## src/rtl/iob_cfg_loader.sv

```systemverilog
// Serial config writer: hunts a sync byte, shifts in per-block TSMUX/DORREG fields, commits atomically on even parity.
// Latency: outputs update on the edge after the parity bit; CFG_DONE pulses for the cycle that follows.
// Backpressure: none; CFG_EN=0 freezes HUNT/LOAD/PAR, and the COMMIT cycle always completes.
module iob_cfg_loader #(
  parameter int          NIOB = 4,
  parameter logic [7:0]  SYNC = 8'hA5
) (
  input  logic                IOCLK,
  input  logic                RST,
  input  logic                CFG_DIN,
  input  logic                CFG_EN,
  output logic [2*NIOB-1:0]   TSMUX_OUT,
  output logic [NIOB-1:0]     DORREG_OUT,
  output logic                CFG_DONE,
  output logic                CFG_ERR,
  output logic                BUSY
);

  localparam int PW = 3 * NIOB;
  localparam int CW = $clog2(PW + 1);

  typedef enum logic [1:0] {HUNT, LOAD, PAR, COMMIT} state_t;

  state_t          r_state;
  state_t          w_next;
  // Only the seven most recent bits are kept: the current bit always
  // completes the byte, so the oldest bit of the 8-bit window is never needed.
  logic [6:0]      r_sync;
  logic [PW-1:0]   r_shadow;
  logic [CW-1:0]   r_cnt;
  logic            r_par;

  logic [7:0]      w_sync_win;
  logic            w_lock;
  logic            w_load;
  logic            w_par_bad;
  logic            w_commit;
  logic [2*NIOB-1:0] w_tsmux;
  logic [NIOB-1:0]   w_dorreg;

  assign w_sync_win = {r_sync, CFG_DIN};
  assign BUSY       = (r_state != HUNT);

  // State register.
  always_ff @(posedge IOCLK or posedge RST) begin
    if (RST) r_state <= HUNT;
    else     r_state <= w_next;
  end

  // Next-state logic and per-cycle datapath strobes.
  always_comb begin
    w_next    = r_state;
    w_lock    = 1'b0;
    w_load    = 1'b0;
    w_par_bad = 1'b0;
    w_commit  = 1'b0;
    case (r_state)
      HUNT: begin
        if (CFG_EN && (w_sync_win == SYNC)) begin
          w_lock = 1'b1;
          w_next = LOAD;
        end
      end
      LOAD: begin
        if (CFG_EN) begin
          w_load = 1'b1;
          if (r_cnt == CW'(PW - 1)) w_next = PAR;
        end
      end
      PAR: begin
        if (CFG_EN) begin
          if (r_par ^ CFG_DIN) begin
            w_par_bad = 1'b1;
            w_next    = HUNT;
          end else begin
            w_next    = COMMIT;
          end
        end
      end
      COMMIT: begin
        w_commit = 1'b1;
        w_next   = HUNT;
      end
      default: w_next = HUNT;
    endcase
  end

  // Shadow holds the first payload bit at the MSB; unpack block i from its 3-bit slot.
  always_comb begin
    w_tsmux  = '0;
    w_dorreg = '0;
    for (int i = 0; i < NIOB; i++) begin
      w_tsmux[2*i+1] = r_shadow[PW-1-3*i];
      w_tsmux[2*i]   = r_shadow[PW-2-3*i];
      w_dorreg[i]    = r_shadow[PW-3-3*i];
    end
  end

  // Sync shifter, payload shadow, running parity, committed outputs and flags.
  always_ff @(posedge IOCLK or posedge RST) begin
    if (RST) begin
      r_sync     <= '0;
      r_shadow   <= '0;
      r_cnt      <= '0;
      r_par      <= 1'b0;
      TSMUX_OUT  <= '0;
      DORREG_OUT <= '0;
      CFG_DONE   <= 1'b0;
      CFG_ERR    <= 1'b0;
    end else begin
      CFG_DONE <= w_commit;
      if (r_state == HUNT && CFG_EN) r_sync <= w_sync_win[6:0];
      if (w_par_bad || w_commit)     r_sync <= '0;
      if (w_lock) begin
        r_cnt   <= '0;
        r_par   <= 1'b0;
        CFG_ERR <= 1'b0;
      end
      if (w_load) begin
        r_shadow <= {r_shadow[PW-2:0], CFG_DIN};
        r_par    <= r_par ^ CFG_DIN;
        r_cnt    <= r_cnt + 1'b1;
      end
      if (w_par_bad) begin
        CFG_ERR  <= 1'b1;
        r_shadow <= '0;
      end
      if (w_commit) begin
        TSMUX_OUT  <= w_tsmux;
        DORREG_OUT <= w_dorreg;
      end
    end
  end

endmodule

```

## config.mk

```make
export PLATFORM = sky130hd
export DESIGN_NAME = iob_cfg_loader
export DESIGN_NICKNAME = d
export VERILOG_FILES = /design/src/rtl/iob_cfg_loader.sv
export SDC_FILE = /design/constraint.sdc
export NUM_CORES = 1
export LEC_CHECK = 0
export ABC_AREA = 1
export CAP_MARGIN = 15
export CORE_UTILIZATION = 55
export DETAILED_ROUTE_END_ITERATION = 8
export PLACE_DENSITY_LB_ADDON = 0.15
export RECOVER_POWER = 50
export SYNTH_ARGS = -nofsm -noshare
export SYNTH_HDL_FRONTEND = slang
export SYNTH_SLANG_ARGS = --single-unit
export TNS_END_PERCENT = 5
```

## constraint.sdc

```tcl
create_clock -name IOCLK -period 1.3 [get_ports IOCLK]
set_input_delay 0.26 -clock IOCLK [delete_from_list [all_inputs] [get_ports IOCLK]]
set_output_delay 0.26 -clock IOCLK [all_outputs]
set_load 0.05 [all_outputs]
```

## Yosys cells after proc, flatten, opt, wreduce, memory -nomap -nowiden

Index checks and enable logic that the tools add are counted.

- $add $sub $neg: 1
- Reduce and logical (&&, ||, !) cells: 10
- Mux-type cells: 23
- Eq/ne operators: 9
- Bitwise gates (word level): 1

Operator list:

| cell | number |
|---|---|
| $mux 12 | 2 |
| $mux 7 | 2 |
| $mux 1 | 11 |
| $mux 2 | 5 |
| $reduce_bool 2->1 | 5 |
| $eq 8x8->1 const B | 1 |
| $mux 4 | 2 |
| $ne 2x2->1 const B | 4 |
| $pmux 2 s4 | 1 |
| $add 4x1->4 const B | 1 |
| $eq 2x2->1 const B | 2 |
| $eq 4x4->1 const B | 1 |
| $reduce_and 4->1 | 1 |
| $eq 2x1->1 const B | 1 |
| $logic_and 1x1->1 | 2 |
| $logic_not 2->1 | 1 |
| $logic_or 1x1->1 | 1 |
| $xor 1x1->1 | 1 |

- Register bits after elaboration: 40
- Output and inout port bits: 15
- Input bits: 4

## Depth between registers and ports, before layout

- Depth after elaboration: 6
- Mapped depth: 8
- Depth with buffers taken out: 8

## Worst setup path before layout

Ideal clock, no wire load.

- Path type: register -> register
- Start point: reg r_state[1]
- End point: reg r_state[0]
- Period minus slack after synthesis: 1378 ps
- Slack: -78 ps
- Arrival time: 1261 ps
- Data required time: 1183 ps
- Path buffers: 0
- Library setup time: 117 ps
- Cell stages (with the launch flop): 9
- Path through: dfrtp_1 > inv_1 > nand2_2 > nor2_4 > nand3_4 > nand2_2 > nand2_1 > nand2_1 > nand2_1

- Cells in the longest elaborated chain, start to end: 3
- Elaborated cells between the ends (all ways): 10
- Classes of those cells: 7 x eq/ne; 1 x mux; 2 x reduce/logical

Ends and longest elaborated chain:

| element | RTL line | source |
|---|---|---|
| start, declared | 24 | `state_t r_state;` |
| start signal, assigned | 47 | `else r_state <= w_next;` |
| $eq 2x1->1 (tied with other cells) | 57 | `case (r_state)` |
| $ne 2x2->1 (no source line) | -- |  |
| $reduce_and 4->1 (no source line) | -- |  |

Several ways; a longest one is shown, not always the timed one.
A chain may end at the register's enable or synchronous reset.

## Final worst setup path

- Start point: reg r_state[1]
- End point: reg r_shadow[0]

- Cells in the longest elaborated chain, start to end: 3
- Elaborated cells between the ends (all ways): 6
- Classes of those cells: 2 x eq/ne; 3 x mux; 1 x reduce/logical

Ends and longest elaborated chain:

| element | RTL line | source |
|---|---|---|
| $eq 2x2->1 or $eq 2x1->1 (tied branches) | 57 |  |
| $mux 1 | 57 |  |
| $mux 12 or $reduce_bool 2->1 (tied branches) | -- |  |
| end signal, assigned | 120 | `r_shadow <= {r_shadow[PW-2:0], CFG_DIN};` |
| end, declared | 29 | `logic [PW-1:0] r_shadow;` |

Several ways; a longest one is shown, not always the timed one.

==> qor.tcl <==
set qor(run_status) {complete, but fails checks}
set qor(violations) {negative setup slack}
set qor(h-tree-depth) 2
set qor(hold_class) {primary input to async pin}
set qor(first_global_vias) 1389
set qor(worst-setup-path-type) {register to register}
set qor(count_of_synthesis_stage_warnings_from_yosys) 0
set qor(fillers) 223
set qor(buffer_ports.inserted) 18
set qor(postSynth.asyncResetShare) 1.000
set qor(utilization) 0.7791
set qor(cts_made_buffers) 5
set qor(slowest_cell_on_the_critical_path) {dfrtp_1}
set qor(drt-wirelength-per-cell_um) 13.46
set qor(place_congestion) 0.7924
set qor(layout.nets) 243
set qor(design_power_total_uw) 6465
set qor(grt_max_degree) 41
set qor(placedCellCount) 269
set qor(post_cts_hold_buffer_count) 0
set qor(report.final.setup_viol) 11
set qor(grtUsageTotal) 0.2343
set qor(netlist_area_um2) 1757
set qor(path_cells) {buf_4 -> nor2_4 -> nand2_2 -> buf_4 -> o211ai_1 -> inv_1}
set qor(post_synth_inst_count) 202
set qor(antenna_cells) 0
set qor(final-instance-count-excl-fill) 282
set qor(start_util) 0.5754
set qor(drt_first_pass_iters) 4
set qor(clock.fmax_mhz) 740.1
set qor(floorplan.die.width_um) 58.52
set qor(power_density_nw_per_um2) 2718
set qor(max_clock_buf_depth) 2
set qor(timing.final.crit_period_ns) 1.351
set qor(num_io_pins) 19
set qor(cts_tree) {done}
set qor(row_count) 20
set qor(report.final.slew_viol_count) 0
set qor(drt.antenna.violating_nets) 0
set qor(die_area_um2) 3424
set qor(yosysSeqAreaShare) 0.5698
set qor(post-synth-top-count-cell) {nand2_1}
set qor(clock_slew_seen_by_the_registers_of_the_worst_setup_and_hold_paths_ns) 0.11
set qor(fin_worst_skew_ns) 0.009642
set qor(worst_setup_path_end_kind) {register}
set qor(tightest_slew_ns) 0.9784
set qor(synth_top_cell_by_area) {dfrtp_1}
set qor(cp-start-kind) {register}
set qor(hold_violations) 0
set qor(overflow) 0
set qor(worst_path_most_repeated_cell) {buf_4}
set qor(finalWirelength_mm) 3.797
set qor(postSynthNetCount) 207
set qor(postSynthAreaPerCell_um2) 8.696
set qor(slew-limit-headroom) 0.3477
set qor(post-route-drc-count) 0
set qor(rsz0062_at_grt) {true}
set qor(final_layout_size_suffix_gt1_frac) 0.2101
set qor(timing.critical_path.slowest_cell_delay_ns) 0.41
set qor(static-leakage-power_uw) 0.001188
set qor(synth_top_cell_area_share) 0.5698
set qor(worst-path-max-fanout) 11
set qor(cts.sinks) 40
set qor(hpwl_reported_at_the_end_of_detailed_placement_mm) 2.511
set qor(ys_top_cells_by_area) {dfrtp_1, nand2_1, inv_1}
set qor(synthToLayoutAreaGrowth_pct) 35.40
set qor(postPlaceCellArea_um2) 2212
set qor(required_time_reported_for_the_critical_path_endpoint_ns) 1.54
set qor(grt_pass1_wl_mm) 5.837
set qor(period_share) 1.039
set qor(synth_top_cells_by_count) {nand2_1, dfrtp_1, inv_1}
set qor(synth.ff_latch_count) 40
set qor(grt_antenna_before_repair) 0
set qor(fin_area_um2) 2379
set qor(synthDistinctLibCells) 18
set qor(reg2reg_setup_slack_ns) -0.05
set qor(timing.max_cap.violations) 0
set qor(critical_path_arrival_ns) 1.59
set qor(clk-insertion-delay-late_ns) 0.35
set qor(max_ir_drop_vdd_mv) 1.650
set qor(final_worst_path_setup_slack_ns) -0.05120
set qor(area_occupied_by_multi_input_gates_um2) 600.6
set qor(ys.flop_type) {dfrtp_1}
set qor(synth-edff-count) 0
set qor(detailroute.via_count) 1432
set qor(placeableCoreArea_um2) 3053
set qor(cts_root_buffer) {clkbuf_4}
set qor(area.sequential_um2) 1001
set qor(detailedRoute.firstIterationViolations) 80
set qor(route.detailed.vias_per_inst) 5.078
set qor(die_height_um) 58.52
==> final cells by class <==
cell class | instances | area share
clock buffers | 7 | 0.02735
inverters | 37 | 0.05944
multi-input cells | 119 | 0.2525
flip-flops and latches | 40 | 0.4208
well taps | 44 | 0.02315
repair buffers | 35 | 0.2167
==> worst max-delay path, delay by kind of cell (launching register included) <==
kind | cells | cell delay, ns
compound gates | 1 | 0.20
buf+inv | 3 | 0.42
flops | 1 | 0.41
simple gates | 2 | 0.19
==> layout by cell type (no fill, tap or decap), types with 3 or more instances in the layout <==
cell | netlist | final
clkdlybuf4s50_1 | 0 | 3
nand2_1 | 61 | 60
buf_12 | 0 | 17
inv_1 | 35 | 34
nor2_1 | 6 | 4
nand3_1 | 6 | 6
a21oi_1 | 9 | 8
clkbuf_4 | 0 | 5
o21ai_0 | 19 | 19
buf_4 | 1 | 12
o211ai_1 | 12 | 12
dfrtp_1 | 40 | 40
==> registers in the layout, summed over array words and instances (netlist names) <==
signal      flops
r_shadow       12
TSMUX_OUT       8
r_sync          7
DORREG_OUT      4
r_cnt           4
r_state         2
CFG_DONE        1
CFG_ERR         1
r_par           1
==> repair_timing <==
action                     4_1_cts  5_1_grt
buffers inserted                 4        0
pin swaps                        2        4
setup endpoints to repair        1       26
gates cloned                     0        2
resized for setup                1        6
==> per-stage QoR <==
stage	setup WS [ns]	setup TNS, ns	hold WS, ns
3_3_place_gp	-0.2310	-5.104	0.4973
5_1_grt	-0.1099	-1.679	0.5688
3_5_place_dp	-0.2549	-5.811	0.5081
6_report	-0.05120	-0.2727	0.5174
2_1_floorplan	0.007709	0	0.3977
4_1_cts	-0.03730	-0.04109	0.2665
==> kinds of logic (layout without fill, tap and decap cells) <==
group                    Yosys count  count (layout)  share of synthesized area
adder cells (fa/ha/maj)            1               1                   0.007121
buffers and inverters             43              79                     0.1033
flip-flops                        40              40                     0.5698
AO/OA/AOI/OAI                     40              40                     0.1311
XOR/XNOR                           1               1                   0.004987
AND/OR/NAND/NOR                   77              77                     0.1838
==> report_power, final <==
part / internal, µW / total, µW / switching (µW)
Sequential: 1790 / 2230 / 432
Clock: 307 / 696 / 389
Combinational: 1640 / 3540 / 1910
Total: 3740 / 6470 / 2730
==> final timing paths <==
path | from | end | cells past startpoint
setup / recovery | r_state[1]$_DFFE_PP0P_ | r_shadow[0]$_DFFE_PP0P_ | 6
hold / removal | RST | TSMUX_OUT[4]$_DFFE_PP0P_ | 3
setup reg to reg | r_state[1]$_DFFE_PP0P_ | r_shadow[0]$_DFFE_PP0P_ | 6
hold reg to reg | r_shadow[5]$_DFFE_PP0P_ | r_shadow[5]$_DFFE_PP0P_ | 2
max in group asynchronous | RST | TSMUX_OUT[3]$_DFFE_PP0P_ | 3
min in group IOCLK | r_shadow[5]$_DFFE_PP0P_ | r_shadow[5]$_DFFE_PP0P_ | 2
==> layer usage <==
metal	global-route usage	part of all wire
met1	0.2741	0.41
met2	0.4039	0.54
met3	0.04835	0.030
met4	0.1293	0.021
met5	0	0
Note: power is estimated with default switching activity, not from simulation.
